File: config.mk
export PLATFORM = sky130hd
export DESIGN_NAME = rx_data_fifo
export DESIGN_NICKNAME = d
export VERILOG_FILES = /design/src/rtl/rx_data_fifo.sv
export SDC_FILE = /design/constraint.sdc
export NUM_CORES = 1
export LEC_CHECK = 0
export CORE_ASPECT_RATIO = 1.4
export CORE_MARGIN = 5
export CORE_UTILIZATION = 40
export CTS_BUF_LIST = sky130_fd_sc_hd__clkbuf_8
export DETAILED_ROUTE_END_ITERATION = 12
export DONT_BUFFER_PORTS = 1
export PLACE_DENSITY_LB_ADDON = 0.15
export SYNTH_ARGS = -nofsm -noshare
export SYNTH_HDL_FRONTEND = slang
export SYNTH_SLANG_ARGS = --single-unit
export TNS_END_PERCENT = 10
File: constraint.sdc
create_clock -name clk -period 2.4 [get_ports clk]
set_clock_uncertainty 0.15 [all_clocks]
set_input_delay 0.36 -clock clk [delete_from_list [all_inputs] [get_ports clk]]
set_output_delay 0.36 -clock clk [all_outputs]
set_load 0.01 [all_outputs]
File: src/rtl/rx_data_fifo.sv
// Receive-side byte queue behind the UART receiver controller: captures payloads on
// load_buffer, presents the oldest byte first-word fall-through, flags dropped packets.
module rx_data_fifo #(
   parameter  int DATA_WIDTH = 8,
   parameter  int DEPTH      = 4,
   localparam int ADDR_BITS  = $clog2(DEPTH)
) (
   input  logic                  clk,
   input  logic                  n_rst,
   input  logic                  load_buffer,
   input  logic [DATA_WIDTH-1:0] packet_data,
   input  logic                  data_read,
   output logic [DATA_WIDTH-1:0] rx_data,
   output logic                  data_ready,
   output logic                  full,
   output logic [ADDR_BITS:0]    fifo_count,
   output logic                  overrun_error
);

   localparam logic [ADDR_BITS:0] FULL_CNT = DEPTH[ADDR_BITS:0];

   logic [DATA_WIDTH-1:0] mem [DEPTH];
   logic [ADDR_BITS-1:0]  wr_ptr;
   logic [ADDR_BITS-1:0]  rd_ptr;
   logic [ADDR_BITS:0]    count;
   logic                  ovr;
   logic                  rd_acc;
   logic                  wr_acc;
   logic                  drop;

   // A read on a full queue frees the slot the same-cycle write lands in.
   always_comb begin
      rd_acc = data_read && (count != '0);
      wr_acc = load_buffer && ((count != FULL_CNT) || rd_acc);
      drop   = load_buffer && !wr_acc;
   end

   always_ff @(posedge clk) begin
      if (wr_acc) mem[wr_ptr] <= packet_data;
   end

   always_ff @(posedge clk or negedge n_rst) begin
      if (!n_rst) begin
         wr_ptr <= '0;
         rd_ptr <= '0;
         count  <= '0;
         ovr    <= 1'b0;
      end else begin
         if (wr_acc) wr_ptr <= wr_ptr + 1'b1;
         if (rd_acc) rd_ptr <= rd_ptr + 1'b1;
         if (wr_acc && !rd_acc)      count <= count + 1'b1;
         else if (rd_acc && !wr_acc) count <= count - 1'b1;
         if (drop)        ovr <= 1'b1;
         else if (rd_acc) ovr <= 1'b0;
      end
   end

   always_comb begin
      data_ready    = (count != '0);
      full          = (count == FULL_CNT);
      fifo_count    = count;
      overrun_error = ovr;
      rx_data       = (count != '0) ? mem[rd_ptr] : '1;
   end

endmodule

==> results of run 1 <==
## flip-flops by register name, indices dropped and copies added (netlist names)
name           count
fifo_count         3
wr_ptr             2
mem               32
rd_ptr             2
overrun_error      1
## repair_timing
item / CTS / global route
hold buffers: 1 / 0
setup buffers: 0 / 1
hold endpoints to repair: 8 / 0
setup endpoints to repair: 0 / 1
## cell usage in the layout (no fill, tap or decap), drive strengths merged, types with 2 or more instances in the layout
master  Yosys  layout
xor2        2       2
edfxtp     32      32
and2        4       4
xnor2       4       4
a21oi       2       2
nor2        2       2
mux4        8       8
ha          5       5
inv         5       7
dfrtp       8       8
clkbuf      1       5
mux2        2       2
buf         1       6
or2         8       8
## cells by family (layout without fill, tap and decap cells)
kind of cell | count (synthesis) | after routing | synth area share
flops | 40 | 40 | 0.684
simple gates | 18 | 18 | 0.0774
mux | 10 | 10 | 0.122
buf+inv | 7 | 20 | 0.0199
fa+ha+maj | 6 | 6 | 0.0487
xor+xnor | 6 | 6 | 0.0310
compound gates | 3 | 3 | 0.0170
## Yosys cell counts (2+ instances only)
cell type  count  area share
a21oi_1        2      0.0059
or2_1          8       0.029
ha_1           5       0.037
mux4_2         8        0.11
dfrtp_1        8        0.12
edfxtp_1      32        0.57
xor2_1         2       0.010
xnor2_1        4       0.021
nor2_1         2      0.0044
and2_2         4       0.018
inv_1          5       0.011
## layer usage
metal / track usage / routed length (µm)
met1: 0.126 / 1040
met3: 0.0349 / 187
met5: 0 / 0
met4: 0.0566 / 57
met2: 0.189 / 1430
## through the flow
stage,setup slack [ps],util,cells,power [mW]
final,136,0.449,148,2.25
after floorplan,148,-,90,1.69
after CTS,92.0,0.447,147,2.30
after global routing,14.3,0.449,148,2.42
after detailed placement,98.4,0.426,138,1.90
after global placement,202,0.426,138,1.88
## final cells by class
type                       count  share of cell area
timing repair buffer           7              0.0294
clock buffer                   5              0.0367
clock inverter                 3             0.00601
multi-input combinational     43               0.268
tap                           45              0.0301
inverter                       5              0.0100
sequential                    40               0.620
## where the power goes
part	leakage (nW)	switching (mW)	internal, mW
clock	0.0482	0.204	0.194
combinational	0.249	0.358	0.396
sequential	0.389	0.168	0.935
total	0.686	0.730	1.52
## worst paths after layout
| check | endpoint | from | cells past startpoint | slack [ps] |
|---|---|---|---|---|
| hold reg to reg | wr_ptr[1] | wr_ptr[1] | 1 | 430 |
| hold / removal | mem[2][6] | packet_data[6] | 0 | 20 |
| min in group asynchronous | wr_ptr[1] | n_rst | 1 | 280 |
| setup reg to reg | fifo_count[2] | fifo_count[0] | 9 | 180 |
| setup / recovery | rx_data[3] | rd_ptr[0] | 3 | 140 |
| max in group asynchronous | fifo_count[2] | n_rst | 1 | 1550 |
## critical path, cell delays in order (launching register included)
cell     delay, ps
dfrtp_1        510
buf_4          210
mux4_2         500
or2_1          260
==> metrics.csv, run 1 <==
stage,metric,value,unit
sta,Slew Limit Headroom,0.714,
synthesis,"Cell Area, Synth",1700,µm²
worst_hold_path,HP Class,input pin to flop,
sta,Final period util,0.943,
drt,DR pass1 iterations,3,
clocking,CTS tree,yes,
drt,Vias/cell,5.29,
floorplanning,initial core utilization,0.407,
clocking,Sinks on Clock Net,40,
sta,Worst Max-Slew Pin Slew,429,ps
drt,"antenna viol nets, final",0,
synthesis,ys flop type,edfxtp_1,
synthesis,ys async rst share,0.200,
cells_and_area,multi-input logic area,502,µm²
critical_path,CP Max Fanout,6,
clocking,TritonCTS Buffers,5,
placed_design,DP Wirelength,1.98,mm
drt,initial drt markers,10,
sta,Setup Viol. Count Final,0,
global_routing,vias in the first global route,881,
sta,setup TNS,0,ps
global_routing,Tot GR Track Use,0.111,
placed_design,Port-buffer cells,0,
cells_and_area,Nets,120,
synthesis,Syn Area/Cell,18.9,µm²
placed_design,Final GP Congestion,0.691,
placed_design,DP Area,1780,µm²
floorplanning,chip height,87.1,µm
status,outcome,"complete, no violations",
cells_and_area,FF/Latch Area,1160,µm²
synthesis,sequential area share after synthesis,0.684,
sta,RSZ-0062 raised after global routing,no,
synthesis,YS warnings,0,
synthesis,"Net Count, Synth",108,
critical_path,Setup crit end kind,output port,
synthesis,number of synthesized flops with an enable pin,32,
floorplanning,Die Wd,65.0,µm
clocking,Longest Clk Path Bufs,2,
floorplanning,Row Count,28,
clocking,clk_lat worst skew,280,ps
power,pwr dens,1200,nW/µm²
global_routing,largest net degree at the start of global routing,12,
clocking,Clock Root Buffer,clkbuf_8,
cells_and_area,fillers,372,
critical_path,Setup CP Type,flop to output port,
synthesis,Synth Instances,90,
global_routing,total grt overflow,0,
clocking,clock slew at reported path FFs,70,ps
sta,FMAX,442,MHz
synthesis,Yosys reg bits,40,
global_routing,first-pass GRT wire length,4.55,mm
synthesis,Yosys cell types,21,
cells_and_area,design area,1870,µm²
floorplanning,area of the core,4170,µm²
floorplanning,Die Area,5660,µm²
power,Leak Pwr,0.686,nW
clocking,quantity of gates resized following cts,0,
sta,Max Slew Vio Count,0,
sta,Final Critical Period,2260,ps
clocking,H-tree depth,2,
critical_path,WP data required,1890,ps
global_routing,initial antenna violation count,0,
power,worst vdd ir,0.611,mV
drt,wire length per cell,18.4,µm
sta,hold_ws,20.8,ps
drt,detailed-route via count,783,
drt,final wirelength,2.72,mm
floorplanning,I/O pin cnt,26,
job,max_cap viols,0,
critical_path,WP data arrival,1750,ps
sta,Final Hold Fails,0,
cells_and_area,share of layout cells above drive strength 1,0.272,
cells_and_area,P&R area growth vs syn,10.4,%
drt,residual DRC count,0,
cells_and_area,n_diodes,0,
critical_path,CP Launch Type,flop,
Power figures use the tool's default switching activity.
==> run 2: changes to the inputs <==
--- a/config.mk
+++ b/config.mk
@@ -12,6 +12,7 @@
 export DETAILED_ROUTE_END_ITERATION = 12
 export DONT_BUFFER_PORTS = 1
 export PLACE_DENSITY_LB_ADDON = 0.15
+export SLEW_MARGIN = 10
 export SYNTH_ARGS = -nofsm -noshare
 export SYNTH_HDL_FRONTEND = slang
 export SYNTH_SLANG_ARGS = --single-unit
==> constraint.sdc (replaced) <==
create_clock -name clk -period 2.8 [get_ports clk]
set_clock_uncertainty 0.15 [all_clocks]
set_input_delay 0.42 -clock clk [delete_from_list [all_inputs] [get_ports clk]]
set_output_delay 0.42 -clock clk [all_outputs]
set_load 0.01 [all_outputs]
==> run 2 against run 1 <==
  * Hold slack better by 54 ps
  * Via count is 1.3% higher
  * Setup slack better by 300 ps
  * Highest routed layer unchanged
  * Critical path depth stayed put
  * Largest power group unchanged
  * Register-to-register slack better by 290 ps
  * Non-clock buffer count is 4 lower
  * Critical endpoint unchanged
  * Sequential cell count stayed put
  * Sequential share of layout area is 0.92 points higher
  * Combinational power is 18% lower
  * Cell count is 2.7% lower
  * Power is 15% lower
  * Clock-buffer cell count stayed put
==> metrics.csv, run 2 (same netlist as run 1, synthesis figures left out) <==
stage,metric,value,unit
drt,residual DRC count,0,
global_routing,vias in the first global route,866,
cells_and_area,fillers,371,
power,Int Power,1.28,mW
floorplanning,Die Wd,65.0,µm
floorplanning,initial core utilization,0.407,
sta,Final Hold Fails,0,
critical_path,highest-delay cell along the critical path,mux4_2,
cells_and_area,share of layout cells above drive strength 1,0.263,
sta,RSZ-0062 raised after global routing,no,
clocking,TritonCTS Buffers,5,
power,switching part of the total,0.333,
power,sequential power share,0.495,
critical_path,CP Launch Type,flop,
sta,Max Slew Vio Count,0,
floorplanning,Row Count,28,
placed_design,Port-buffer cells,0,
drt,"antenna viol nets, final",0,
sta,setup TNS,0,ps
cells_and_area,max reg flops,32,
drt,final wirelength,2.86,mm
cells_and_area,"Most flops, register",mem,
clocking,Clock Root Buffer,clkbuf_8,
clocking,Sinks on Clock Net,40,
clocking,Post-CTS Setup Repair Bufs,0,
sta,Setup Viol. Count Final,0,
cells_and_area,design area,1850,µm²
clocking,H-tree depth,2,
critical_path,WP data arrival,1790,ps
global_routing,largest net degree at the start of global routing,13,
worst_hold_path,HP Class,input pin to flop,
status,outcome,"complete, no violations",
global_routing,total grt overflow,0,
clocking,clk_lat worst skew,290,ps
floorplanning,area of the core,4170,µm²
critical_path,CP cell instances,buf_4 -> mux4_2 -> or2_1,
critical_path,Setup crit end kind,output port,
drt,detailed-route via count,793,
cells_and_area,P&R area growth vs syn,8.78,%
placed_design,DP Wirelength,1.94,mm
power,pwr dens,1040,nW/µm²
cells_and_area,"commonest non-fill, non-tap cells in the layout","edfxtp_1 (32), mux4_2 (8), or2_1 (8), dfrtp_1 (8)",
drt,wire length per cell,19.8,µm
critical_path,Setup CP Type,flop to output port,
drt,initial drt markers,16,
sta,hold_ws,74.5,ps
clocking,Longest Clk Path Bufs,2,
floorplanning,chip height,87.1,µm
cells_and_area,Nets,116,
global_routing,Tot GR Track Use,0.115,
drt,DR pass1 iterations,4,
placed_design,Final GP Congestion,0.683,
power,Clk pwr share,0.183,
job,max_cap viols,0,
sta,FMAX,424,MHz
critical_path,"slowest stage delay, CP",500,ps
clocking,quantity of gates resized following cts,0,
power,Psw,0.641,mW
clocking,clock slew at reported path FFs,70,ps
sta,Slew Limit Headroom,0.701,
critical_path,WP data required,2230,ps
drt,Vias/cell,5.51,
floorplanning,Die Area,5660,µm²
power,combinational share of power,0.322,
power,worst vdd ir,0.479,mV
power,Leak Pwr,0.664,nW
cells_and_area,"commonest non-fill, non-tap cell in the layout",edfxtp_1,
clocking,CTS Hold Bufs,1,
sta,Worst Max-Slew Pin Slew,448,ps
cells_and_area,n_diodes,0,
clocking,CTS tree,yes,
global_routing,initial antenna violation count,0,
sta,Final Critical Period,2360,ps
critical_path,CP Max Fanout,6,
floorplanning,I/O pin cnt,26,
cells_and_area,multi-input logic area,502,µm²
power,Final Power,1.92,mW
cells_and_area,FF/Latch Area,1160,µm²
sta,Final period util,0.843,
global_routing,first-pass GRT wire length,4.55,mm
placed_design,DP Area,1750,µm²
run 2: final cells by class:
type,count,area share
Sequential cell,40,0.629
Multi-Input combinational cell,43,0.272
Timing Repair Buffer,3,0.0136
Inverter,5,0.0102
Tap cell,45,0.0305
Clock buffer,5,0.0373
Clock inverter,3,0.00746
run 2: power groups by stage:
| stage | Clock, mW | Sequential (mW) | Combinational, mW |
|---|---|---|---|
| 2_1_floorplan | 0 | 0.901 | 0.547 |
| 3_3_place_gp | 0 | 0.960 | 0.610 |
| 3_5_place_dp | 0 | 0.969 | 0.631 |
| 4_1_cts | 0.365 | 0.958 | 0.633 |
| 5_1_grt | 0.397 | 0.973 | 0.676 |
| 6_report | 0.353 | 0.951 | 0.618 |
run 2: path summary, 6_finish.rpt:
| kind | slack (ps) | depth (start not counted) | startpoint | to |
|---|---|---|---|---|
| worst max-delay path | 440 | 3 | rd_ptr[0] | rx_data[3] |
| worst min-delay path | 70 | 0 | packet_data[0] | mem[0][0] |
| worst max register to register | 470 | 6 | fifo_count[0] | fifo_count[1] |
| worst min register to register | 440 | 1 | wr_ptr[1] | wr_ptr[1] |
| max in group asynchronous | 1880 | 1 | n_rst | wr_ptr[1] |
| min in group asynchronous | 340 | 1 | n_rst | fifo_count[2] |
run 2: layer usage:
| metal | up-vias | global-route usage | share of wire |
|---|---|---|---|
| li1 | 348 | - | - |
| met5 | - | 0 | 0 |
| met4 | 0 | 0.0566 | 0.021 |
| met1 | 406 | 0.123 | 0.37 |
| met2 | 32 | 0.196 | 0.52 |
| met3 | 7 | 0.0452 | 0.083 |
run 2: critical path: cells and delay by family (launching register included):
kind	cells	cell delay (ps)
mux	1	500
simple gates	1	280
buf+inv	1	240
flops	1	490
run 2: through the flow:
| step | std cells | util | setup slack [ps] |
|---|---|---|---|
| after global placement | 135 | 0.420 | 556 |
| after global routing | 144 | 0.443 | 324 |
| after detailed placement | 135 | 0.420 | 497 |
| final | 144 | 0.443 | 439 |
| after floorplan | 90 | - | 548 |
| after CTS | 144 | 0.443 | 397 |
==> run 3: changes to the inputs <==
==> constraint.sdc (replaced) <==
create_clock -name clk -period 2.2 [get_ports clk]
set_clock_uncertainty 0.15 [all_clocks]
set_input_delay 0.33 -clock clk [delete_from_list [all_inputs] [get_ports clk]]
set_output_delay 0.33 -clock clk [all_outputs]
set_load 0.01 [all_outputs]
==> run 3 against run 2 <==
  * Sequential share of layout area fell by 4.4 points
  * Non-clock buffer count rose by 12
  * Sequential cell count did not move
  * Final area rose by 7.8%
  * Clock power rose by 28%
  * Sequential power rose by 25%
  * Utilization rose by 3.5 points
  * Setup slack got worse by 350 ps
  * Global-route usage fell by 0.56 points
  * First-iteration DRC count rose to 3.2 times the previous value
  * Via count rose by 0.13%
  * Cell count rose by 8.3%
  * Largest cell class unchanged
==> metrics.csv, run 3 (same netlist as run 1, synthesis figures left out) <==
stage,metric,value,unit
clocking,H-tree depth,2,
clocking,Sinks on Clock Net,40,
global_routing,total grt overflow,0,
power,pwr dens,1280,nW/µm²
power,combinational share of power,0.354,
critical_path,highest-delay cell along the critical path,mux4_2,
cells_and_area,"Most flops, register",mem,
cells_and_area,design area,1990,µm²
drt,initial drt markers,51,
critical_path,Setup CP Type,flop to output port,
cells_and_area,share of layout cells above drive strength 1,0.333,
global_routing,largest net degree at the start of global routing,13,
placed_design,DP Area,1800,µm²
global_routing,vias in the first global route,851,
floorplanning,Die Area,5660,µm²
clocking,Longest Clk Path Bufs,2,
sta,RSZ-0062 raised after global routing,no,
drt,"antenna viol nets, final",0,
cells_and_area,"commonest non-fill, non-tap cells in the layout","edfxtp_1 (32), dlygate4sd3_1 (9), mux4_2 (8), or2_1 (8)",
power,switching part of the total,0.327,
worst_hold_path,HP Class,input pin to flop,
cells_and_area,max reg flops,32,
critical_path,"CP delay by family, top",multiplexers,
critical_path,CP Max Fanout,8,
global_routing,initial antenna violation count,0,
clocking,clk_lat worst skew,280,ps
cells_and_area,"commonest non-fill, non-tap cell in the layout",edfxtp_1,
drt,DR pass1 iterations,4,
cells_and_area,FF/Latch Area,1160,µm²
sta,Final Critical Period,2110,ps
cells_and_area,final core utilization,0.477,
sta,FMAX,473,MHz
floorplanning,I/O pin cnt,26,
clocking,CTS tree,yes,
power,Leak Pwr,0.717,nW
sta,hold_ws,65.2,ps
power,Clk pwr share,0.178,
sta,Worst Max-Slew Pin Slew,448,ps
sta,setup TNS,0,ps
critical_path,CP Launch Type,flop,
job,max_cap viols,0,
critical_path,WP data required,1720,ps
critical_path,CP cell instances,buf_12 -> mux4_2 -> or2_1,
critical_path,WP data arrival,1630,ps
critical_path,Setup crit end kind,output port,
floorplanning,area of the core,4170,µm²
sta,Setup Viol. Count Final,0,
floorplanning,initial core utilization,0.407,
global_routing,Tot GR Track Use,0.109,
drt,wire length per cell,17.8,µm
power,Psw,0.832,mW
sta,Final Hold Fails,0,
clocking,clock slew at reported path FFs,70,ps
drt,Vias/cell,5.09,
clocking,Post-CTS Setup Repair Bufs,0,
sta,Slew Limit Headroom,0.702,
status,outcome,"complete, no violations",
placed_design,Port-buffer cells,0,
cells_and_area,multi-input logic area,519,µm²
power,Int Power,1.71,mW
cells_and_area,Nets,128,
floorplanning,Die Wd,65.0,µm
drt,residual DRC count,0,
power,sequential power share,0.468,
global_routing,first-pass GRT wire length,4.41,mm
placed_design,Final GP Congestion,0.700,
power,worst vdd ir,0.791,mV
floorplanning,Row Count,28,
drt,final wirelength,2.78,mm
sta,Final period util,0.961,
drt,detailed-route via count,794,
clocking,TritonCTS Buffers,5,
cells_and_area,n_diodes,0,
cells_and_area,fillers,363,
cells_and_area,P&R area growth vs syn,17.3,%
placed_design,DP Wirelength,1.91,mm
clocking,Clock Root Buffer,clkbuf_8,
critical_path,WP buf/inv,1,
sta,Max Slew Vio Count,0,
floorplanning,chip height,87.1,µm
critical_path,"slowest stage delay, CP",480,ps
-- run 3: repair_timing --
| action | CTS | global route |
|---|---|---|
| gates resized for setup | 0 | 7 |
| setup endpoints to repair | 0 | 2 |
| hold endpoints to repair | 40 | 0 |
| hold buffers | 9 | 0 |
-- run 3: path summary, 6_finish.rpt --
kind | start | to | slack, ps | cells past startpoint
min reg2reg | fifo_count[2] | fifo_count[2] | 420 | 1
min in group asynchronous | n_rst | wr_ptr[1] | 240 | 1
max | rd_ptr[0] | rx_data[6] | 90 | 3
min | load_buffer | overrun_error | 70 | 2
max reg2reg | fifo_count[1] | fifo_count[1] | 160 | 6
max in group asynchronous | n_rst | fifo_count[0] | 1360 | 1
-- run 3: area by class of cell --
class                   count  area share
flip-flops and latches     40       0.586
repair buffers             15      0.0742
multi-input cells          43       0.261
clock buffers               5      0.0346
inverters                   5     0.00943
well taps                  45      0.0283
clock inverters             3     0.00692
-- run 3: power groups by stage --
stage | clock network [mW] | registers (mW) | logic [mW]
5_1_grt | 0.505 | 1.22 | 1.00
3_5_place_dp | 0 | 1.21 | 0.890
4_1_cts | 0.467 | 1.20 | 0.915
3_3_place_gp | 0 | 1.20 | 0.865
6_report | 0.453 | 1.19 | 0.901
2_1_floorplan | 0 | 1.15 | 0.696
-- run 3: layer usage --
metal	wire length (µm)	GRT usage
met5	0	0
met4	56	0.0509
met3	211	0.0426
met2	1360	0.180
met1	1160	0.125
-- run 3: through the flow --
stage	worst slack [ps]	power [mW]	std cells
floorplan	3.91	1.85	90
global placement	73.2	2.06	139
detailed placement	50.0	2.10	139
CTS	11.3	2.58	156
global route	10.4	2.73	156
finish	85.2	2.55	156
